==> src/rtl/noc_pkg.sv <==
// Shared NoC router definitions.
// Holds the default flit width and FIFO depth, the output-port index
// enumeration used to combine arbiter grants, and the reset value for
// the one-hot FIFO pointers.
package noc_pkg;

   localparam int DATA_WIDTH_DEF = 32;
   localparam int FIFO_DEPTH     = 4;
   localparam int NUM_PORTS      = 5;

   // Index of each local arbiter's grant within a combined grant vector.
   typedef enum logic [2:0] {
      PORT_N = 3'd0,
      PORT_E = 3'd1,
      PORT_W = 3'd2,
      PORT_S = 3'd3,
      PORT_L = 3'd4
   } port_idx_t;

   // One-hot pointer reset value (entry 0). The users slice the low
   // DEPTH bits, so this supports depths up to 32.
   localparam logic [31:0] ONE_HOT_RST = 32'h0000_0001;

endpackage

==> src/rtl/rx_flow_ctrl.sv <==
// Receive-side RTS/DCTS flow control.
// Holds the clear-to-send flop and decides when an upstream flit is
// accepted into the FIFO.
//   clk      : clock
//   rst      : asynchronous active-low reset
//   rts      : upstream request-to-send
//   full     : FIFO full (current occupancy)
//   cts      : registered clear-to-send, drives DCTS
//   write_en : accept the flit on Data_in at the coming edge
module rx_flow_ctrl (
   input  logic clk,
   input  logic rst,
   input  logic rts,
   input  logic full,
   output logic cts,
   output logic write_en
);

   logic cts_ff;

   // Accepting only while cts_ff is low makes DCTS a one-cycle pulse and
   // stops the still-high RTS from being accepted twice for one flit.
   assign write_en = rts & ~cts_ff & ~full;

   always_ff @(posedge clk or negedge rst) begin
      if (!rst) begin
         cts_ff <= 1'b0;
      end else begin
         cts_ff <= write_en;
      end
   end

   assign cts = cts_ff;

endmodule

==> src/rtl/flit_rx_fifo.sv <==
// Router input-port receive FIFO.
// Accepts flits over the RTS/DCTS handshake and buffers them in a
// first-word-fall-through FIFO that the five output arbiters drain.
//   clk        : clock
//   rst        : asynchronous active-low reset
//   RTS        : upstream request-to-send
//   Data_in    : upstream flit, valid while RTS=1
//   DCTS       : registered clear-to-send pulse to upstream
//   read_en_*  : grants from the N/E/W/S/L output arbiters
//   Data_out   : head flit, zero read latency
//   empty/full : occupancy flags
//   count      : number of valid entries
module flit_rx_fifo
   import noc_pkg::*;
#(
   parameter int DATA_WIDTH = DATA_WIDTH_DEF,
   parameter int DEPTH      = FIFO_DEPTH
) (
   input  logic                     clk,
   input  logic                     rst,
   input  logic                     RTS,
   input  logic [DATA_WIDTH-1:0]    Data_in,
   output logic                     DCTS,
   input  logic                     read_en_N,
   input  logic                     read_en_E,
   input  logic                     read_en_W,
   input  logic                     read_en_S,
   input  logic                     read_en_L,
   output logic [DATA_WIDTH-1:0]    Data_out,
   output logic                     empty,
   output logic                     full,
   output logic [$clog2(DEPTH):0]   count
);

   localparam int CW = $clog2(DEPTH) + 1;

   logic [DEPTH-1:0]      read_ptr;
   logic [DEPTH-1:0]      write_ptr;
   logic [CW-1:0]         count_reg;
   logic [DATA_WIDTH-1:0] mem [DEPTH];
   logic [DATA_WIDTH-1:0] masked [DEPTH];
   logic [NUM_PORTS-1:0]  grant;
   logic                  write_en;
   logic                  read_en;
   logic                  do_read;

   rx_flow_ctrl u_flow_ctrl (
      .clk      (clk),
      .rst      (rst),
      .rts      (RTS),
      .full     (full),
      .cts      (DCTS),
      .write_en (write_en)
   );

   // The arbiters grant at most one output at a time, so an OR suffices.
   assign grant[PORT_N] = read_en_N;
   assign grant[PORT_E] = read_en_E;
   assign grant[PORT_W] = read_en_W;
   assign grant[PORT_S] = read_en_S;
   assign grant[PORT_L] = read_en_L;
   assign read_en       = |grant;

   assign empty   = (count_reg == '0);
   assign full    = (count_reg == CW'(DEPTH));
   assign count   = count_reg;
   assign do_read = read_en & ~empty;

   // Pointers rotate left, MSB wrapping to LSB.
   always_ff @(posedge clk or negedge rst) begin
      if (!rst) begin
         read_ptr  <= ONE_HOT_RST[DEPTH-1:0];
         write_ptr <= ONE_HOT_RST[DEPTH-1:0];
      end else begin
         if (write_en) begin
            write_ptr <= {write_ptr[DEPTH-2:0], write_ptr[DEPTH-1]};
         end
         if (do_read) begin
            read_ptr <= {read_ptr[DEPTH-2:0], read_ptr[DEPTH-1]};
         end
      end
   end

   always_ff @(posedge clk or negedge rst) begin
      if (!rst) begin
         count_reg <= '0;
      end else begin
         case ({write_en, do_read})
            2'b10:   count_reg <= count_reg + 1'b1;
            2'b01:   count_reg <= count_reg - 1'b1;
            default: count_reg <= count_reg;
         endcase
      end
   end

   // Storage is intentionally not reset; stale entries are never exposed
   // as valid because empty gates their use.
   always_ff @(posedge clk) begin
      for (int i = 0; i < DEPTH; i++) begin
         if (write_en && write_ptr[i]) begin
            mem[i] <= Data_in;
         end
      end
   end

   // One-hot read mux: mask every entry by its pointer bit and OR them.
   genvar gi;
   generate
      for (gi = 0; gi < DEPTH; gi++) begin : g_rd_mask
         assign masked[gi] = mem[gi] & {DATA_WIDTH{read_ptr[gi]}};
      end
   endgenerate

   always_comb begin
      Data_out = '0;
      for (int i = 0; i < DEPTH; i++) begin
         Data_out = Data_out | masked[i];
      end
   end

endmodule

==> config.mk <==
export PLATFORM = sky130hd
export DESIGN_NAME = flit_rx_fifo
export DESIGN_NICKNAME = d
export VERILOG_FILES = /design/src/rtl/noc_pkg.sv /design/src/rtl/rx_flow_ctrl.sv /design/src/rtl/flit_rx_fifo.sv
export SDC_FILE = /design/constraint.sdc
export NUM_CORES = 1
export LEC_CHECK = 0
export CORE_MARGIN = 2
export CORE_UTILIZATION = 53
export CTS_CLUSTER_DIAMETER = 150
export DETAILED_ROUTE_END_ITERATION = 7
export HOLD_SLACK_MARGIN = 0.1
export PLACE_DENSITY = 0.76
export SLEW_MARGIN = 15
export SYNTH_ARGS = -nofsm -noshare
export SYNTH_HDL_FRONTEND = slang
export SYNTH_SLANG_ARGS = --single-unit
==> constraint.sdc <==
create_clock -name clk -period 2.6 [get_ports clk]
set_clock_uncertainty 0.05 [all_clocks]
set_input_delay 0.39 -clock clk [delete_from_list [all_inputs] [get_ports clk]]
set_output_delay 0.39 -clock clk [all_outputs]
set_load 0.01 [all_outputs]
=== Word-level counts from Yosys, hierarchy flattened ===
Memory sizes are Yosys's and may differ from the RTL's.
Cells that the tools add are included.

* Eq/ne operators: 3
* Reductions and logical operators: 7
* Add/subtract/negate cells: 2
* Bitwise logic cells: 13
* Multiplexer cells: 9

{| class="wikitable"
|+ Operators by type and width
! operator !! number
|-
| 32-bit AND || 4
|-
| 32-bit OR || 3
|-
| 1-bit 2-to-1 mux || 8
|-
| 3-bit one-hot mux with 2 select lines || 1
|-
| 5-bit OR reduction || 1
|-
| 1-bit logical AND || 4
|-
| 3-bit by 1-bit adder with 3-bit output, second input constant || 1
|-
| 1-bit AND || 3
|-
| 3-bit equality test, second input constant || 1
|-
| 3-bit zero test || 1
|-
| 1-bit inverter || 3
|-
| 3-bit by 1-bit subtractor with 3-bit output, second input constant || 1
|-
| 2-bit by 1-bit equality test with 1-bit output, second input constant || 1
|-
| 2-bit equality test, second input constant || 1
|-
| 2-bit nonzero test || 1
|}

* Memories kept: 1
* Output and inout port bits: 38
* Register bits: 12
* Bits of input ports: 40
* Word-level logic and storage cells: 39
* Bits in writable memories: 128

{| class="wikitable"
|+ Memory list
! memory !! depth !! bits a word !! read ports !! clocked after memory_dff !! wr ports !! line !! text
|-
| mem || 4 || 32 || 4 || 0 || 4 || flit_rx_fifo.sv:40 || <nowiki>logic [DATA_WIDTH-1:0] mem [DEPTH];</nowiki>
|}

=== Depth between registers and ports, before layout ===
* Word-level depth: 6
* Gate-level depth with buffers: 9
* Gate-level depth less buffers: 9

=== Hierarchy ===
A second synthesis with hierarchy kept.

* Cell total of the unflattened synthesis: 281
* Area total of the unflattened synthesis: 5,097.4 um^2

{| class="wikitable"
|+ Modules (own cells, without submodules)
! module !! instances !! sequential area each (um^2) !! cells an instance !! area each (um^2)
|-
| flit_rx_fifo || 1 || 4,121.5 || 279 || 5,059.9
|-
| rx_flow_ctrl || 1 || 25.0 || 2 || 37.5
|}

=== Worst setup path after synthesis ===
OpenSTA, ideal clock, no wires.

* Kind: flip-flop to flip-flop
* From: register count_reg[0], in the netlist count[0]
* To: register count_reg[2], in the netlist count[2]
* Library setup time: 0.079 ns
* Clock period less this slack: 2.055 ns
* Buffers on the path: 0
* Stages on the path, launching flop included: 10
* Data arrival time: 1.926 ns
* Path slack: 0.545 ns
* Required time: 2.471 ns
* Path through: dfrtp_1 -> nor3b_2 -> nor3b_4 -> inv_1 -> ha_1 -> inv_1 -> fa_1 -> xor2_1 -> nor2_1 -> xor2_1

* Cells in the longest elaborated chain, start to end: 5
* Elaborated cells on any way between the ends: 12
* Classes of those cells: 2 x add/sub; 3 x eq/ne; 1 x mux; 4 x bitwise; 2 x reduce/logical

{| class="wikitable"
|+ Ends and longest elaborated chain
! element !! line !! text
|-
| start: declaration || flit_rx_fifo.sv:39 || <nowiki>logic [CW-1:0] count_reg;</nowiki>
|-
| start signal: assignment || flit_rx_fifo.sv:89 || <nowiki>2'b10: count_reg <= count_reg + 1'b1;</nowiki>
|-
| start signal: assignment || flit_rx_fifo.sv:90 || <nowiki>2'b01: count_reg <= count_reg - 1'b1;</nowiki>
|-
| start signal: assignment || flit_rx_fifo.sv:91 || <nowiki>default: count_reg <= count_reg;</nowiki>
|-
| 3-bit equality test * || flit_rx_fifo.sv:65 || <nowiki>assign full = (count_reg == CW'(DEPTH));</nowiki>
|-
| named net full || flit_rx_fifo.sv:31 || <nowiki>output logic full,</nowiki>
|-
| 1-bit inverter * || rx_flow_ctrl.sv:23 || <nowiki>assign write_en = rts & ~cts_ff & ~full;</nowiki>
|-
| 1-bit AND * || rx_flow_ctrl.sv:23 ||
|-
| named net u_flow_ctrl.write_en || rx_flow_ctrl.sv:16 || <nowiki>output logic write_en</nowiki>
|-
| 2-bit by 1-bit equality test with 1-bit output / 2-bit equality test (equally long branches) || flit_rx_fifo.sv:88 || <nowiki>case ({write_en, do_read})</nowiki>
|-
| 3-bit one-hot mux with 2 select lines / 2-bit nonzero test (equally long branches) || n/a ||
|}

Mark *: on every way through the listed nets, which the timed path passes. The rest lies on a longest branch.
A chain may end at the register's enable or synchronous reset.

=== Worst setup path after layout ===
* From: register read_ptr[3]
* To: output port Data_out[8]

* Cells in the longest elaborated chain, start to end: 2

{| class="wikitable"
|+ Ends and longest elaborated chain
! element !! line !! text
|-
| start: declaration || flit_rx_fifo.sv:37 || <nowiki>logic [DEPTH-1:0] read_ptr;</nowiki>
|-
| start signal: assignment || flit_rx_fifo.sv:72 || <nowiki>read_ptr <= ONE_HOT_RST[DEPTH-1:0];</nowiki>
|-
| start signal: assignment || flit_rx_fifo.sv:79 || <nowiki>read_ptr <= {read_ptr[DEPTH-2:0], read_ptr[DEPTH-1]};</nowiki>
|-
| 32-bit AND || flit_rx_fifo.sv:110 || <nowiki>assign masked[gi] = mem[gi] & {DATA_WIDTH{read_ptr[gi]}};</nowiki>
|-
| 32-bit OR || flit_rx_fifo.sv:117 || <nowiki>Data_out = Data_out | masked[i];</nowiki>
|-
| end: declaration || flit_rx_fifo.sv:29 || <nowiki>output logic [DATA_WIDTH-1:0] Data_out,</nowiki>
|}

Every way passes these cells.

==> results.sh <==
export IMPL_clock_sinks=140
export IMPL_die_height_um=102
export IMPL_syn_area_mm2=0.00507
export IMPL_overflow=0
export IMPL_grt_pass1_wl_mm=14.6
export IMPL_endpoint="Data_out[8]"
export IMPL_clock_latency_ps=500
export IMPL_grt_total_usage=0.196
export IMPL_synth_cells=281
export IMPL_worstPathArrival_ps=2010
export IMPL_start_kind="flop"
export IMPL_drv_cap=0
export IMPL_clk_pin_slew_worst_paths_ps=60
export IMPL_power_density_mw_per_mm2=767
export IMPL_drc=0
export IMPL_crit_type="reg2out"
export IMPL_ys_ff_latch=140
export IMPL_syn_avg_cell_area_um2=18.0
export IMPL_reg_top3="mem: 128 flops, read_ptr: 4 flops, write_ptr: 4 flops"
export IMPL_first_iter_violations=166
export IMPL_h_tree_depth=4
export IMPL_slowest_stage="dfrtp_2"
export IMPL_synth_cell_types=19
export IMPL_wl_per_cell_um=18.3
export IMPL_startpoint="read_ptr[3]"
export IMPL_synthTopCellsByArea="edfxtp_1, a22oi_1, dfrtp_1, nand2_1, mux2_2"
export IMPL_syn_to_final_growth_pct=31.7
export IMPL_period_needed_ps=2450
export IMPL_yosys_warnings=0
export IMPL_timing_rr_start="count[0]"
export IMPL_cts_root_buf="clkbuf_8"
export IMPL_path_delay_family="buffers and inverters"
export IMPL_slew_headroom=0.655
export IMPL_place_gp_congestion=0.694
export IMPL_finalCritPeriodShare=0.942
export IMPL_leakagePower_nw=2.35
export IMPL_pre_cts_ws_ps=366
export IMPL_final_hold_viol_count=0
export IMPL_io_buffer_count=77
export IMPL_finalMaxSlewViolations=0
export IMPL_yosysSeqAreaShare=0.818
export IMPL_tightest_slew_ps=516
export IMPL_num_antenna_cells=0
export IMPL_largest_reg_flops=128
export IMPL_setup_ws_ps=150
export IMPL_crit_required_ps=2160
export IMPL_path_cells="buf_12 > a22oi_1 > nand2_1 > clkdlybuf4s50_1"
export IMPL_max_freq_mhz=408
export IMPL_die_width_um=102
export IMPL_core_area_mm2=0.00924
export IMPL_dieArea_mm2=0.0104
export IMPL_status="complete, no violations"
export IMPL_hpwlAfterDp_mm=5.63
export IMPL_largest_register="mem"
export IMPL_drive_gt1_frac=0.164
export IMPL_cts_tree="done"
export IMPL_nets=419
export IMPL_wirelength_mm=9.48
export IMPL_synth_top_area_share=0.758
export IMPL_cp_end_kind="output pin"
export IMPL_r2r_setup_slack_ps=620
export IMPL_vias=2837
export IMPL_drt_pass1_iterations=4
export IMPL_num_rows=35
export IMPL_clockBufferDepth=2
export IMPL_num_io_pins=78
export IMPL_cp_buffers_inverters=2
export IMPL_grt_pass1_vias=2854
export IMPL_syn_nets=323
export IMPL_hold_class="in2async"
export IMPL_cp_depth=4
export IMPL_grt_max_degree=35
export IMPL_r2r_cells=9
export IMPL_critical_path_max_stage_delay_ps=550
export IMPL_rsz0062_at_grt="no"
export IMPL_setup_viol=0
export IMPL_crit_path_max_fanout=22
export IMPL_viasPerCell=5.47
export IMPL_synth_top_area_cell="edfxtp_1"
export IMPL_antenna_found_initial=0
export IMPL_final_util=0.723
export IMPL_vdd_drop_max_mv=0.533
export IMPL_finalPower_mw=5.12
export IMPL_cts_inserted_buffers=17
export IMPL_ant_nets=0
export IMPL_fin_setup_tns_ps=0
export IMPL_reg2reg_to="count[2]"
export IMPL_start_util=0.549
[cells in the final DEF, fill, tap and decap left out, types with 2 or more instances in the layout]
master           synthesis  final
a22oi_1                 64     64
and2_2                   4      4
mux2_2                   8      8
nand2_1                 32     32
clkinv_1                 0      2
edfxtp_1               128    128
inv_6                    0      5
clkinv_4                 0      3
nor2_1                   2      2
clkbuf_16                0     16
clkdlybuf4s50_1          0     77
dfrtp_1                 10      9
buf_4                    0     11
xor2_1                   2      2
buf_12                   0      5
nor3_1                   2      2
clkinvlp_4               0      2
inv_1                    4      4
dfstp_2                  2      2
[worst min-delay path by stage]
stage                       to  slack, ps  cells past startpoint       startpoint
6_report          write_ptr[3]        180                      1              rst
5_1_grt            read_ptr[2]        200                      1              rst
4_1_cts        u_flow_ctrl.cts        190                      1              rst
3_5_place_dp   u_flow_ctrl.cts        440                      1  u_flow_ctrl.cts
3_3_place_gp   u_flow_ctrl.cts        440                      1  u_flow_ctrl.cts
2_1_floorplan         count[0]         40                      0              rst
[Yosys cell counts]
library cell  instances
xnor2_1               1
fa_1                  1
dfrtp_1              10
nor3_1                2
nor2_1                2
ha_1                  1
mux2i_1               1
a21oi_2               1
mux2_2                8
nand2_1              32
edfxtp_1            128
clkbuf_1             16
xor2_1                2
a22oi_1              64
nor3b_4               1
and2_2                4
nor3b_2               1
dfstp_2               2
inv_1                 4
[timing repair]
action / CTS / global route
hold buffers: 0 / 0
endpoints found under the setup margin: 18 / 0
resized for setup: 1 / 0
setup buffers: 1 / 0
[worst register-to-register path, cell delays in order, from the launching register on]
cell	delay, ps
dfrtp_1	430
nor3b_2	280
nor3b_4	80
inv_1	60
ha_1	170
inv_1	60
fa_1	370
xor2_1	150
nor2_1	110
xor2_1	150
[layer usage]
layer / track usage / vias up / share of wire
met5: 0 / - / 0
met4: 0.0707 / 0 / 0.0081
met3: 0.0600 / 6 / 0.056
met2: 0.313 / 111 / 0.52
met1: 0.257 / 1410 / 0.42
li1: - / 1310 / -
[kinds of logic (layout without fill, tap and decap cells)]
kind of cell	after synthesis	in the layout	synth area share
adder cells (fa/ha/maj)	2	2	0.00642
AND/OR/NAND/NOR	42	42	0.0393
AO/OA/AOI/OAI	65	65	0.0965
buffers and inverters	20	129	0.0148
flip-flops	140	140	0.818
XOR/XNOR	3	3	0.00518
multiplexers	9	9	0.0197
[report_power, final]
group	internal [mW]	switching (mW)	leakage, nW
Sequential	2.49	0.0347	1.30
Combinational	0.227	0.174	0.780
Clock	1.28	0.913	0.267
[layout make-up]
type / instances / area, um2
Tap cell: 129 / 161
Timing Repair Buffer: 93 / 953
Clock buffer: 17 / 414
Inverter: 4 / 15.0
Clock inverter: 15 / 139
Sequential cell: 140 / 4150
Fill cell: 584 / 2560
Multi-Input combinational cell: 121 / 847
[stage by stage]
step	instance area, um2	cells	hold WS [ps]
after floorplan	5070	281	44.4
after global placement	6120	486	436
after detailed placement	6120	486	439
after CTS	6680	519	188
after global routing	6680	519	203
final	6680	519	185
Power figures use the tool's default switching activity.
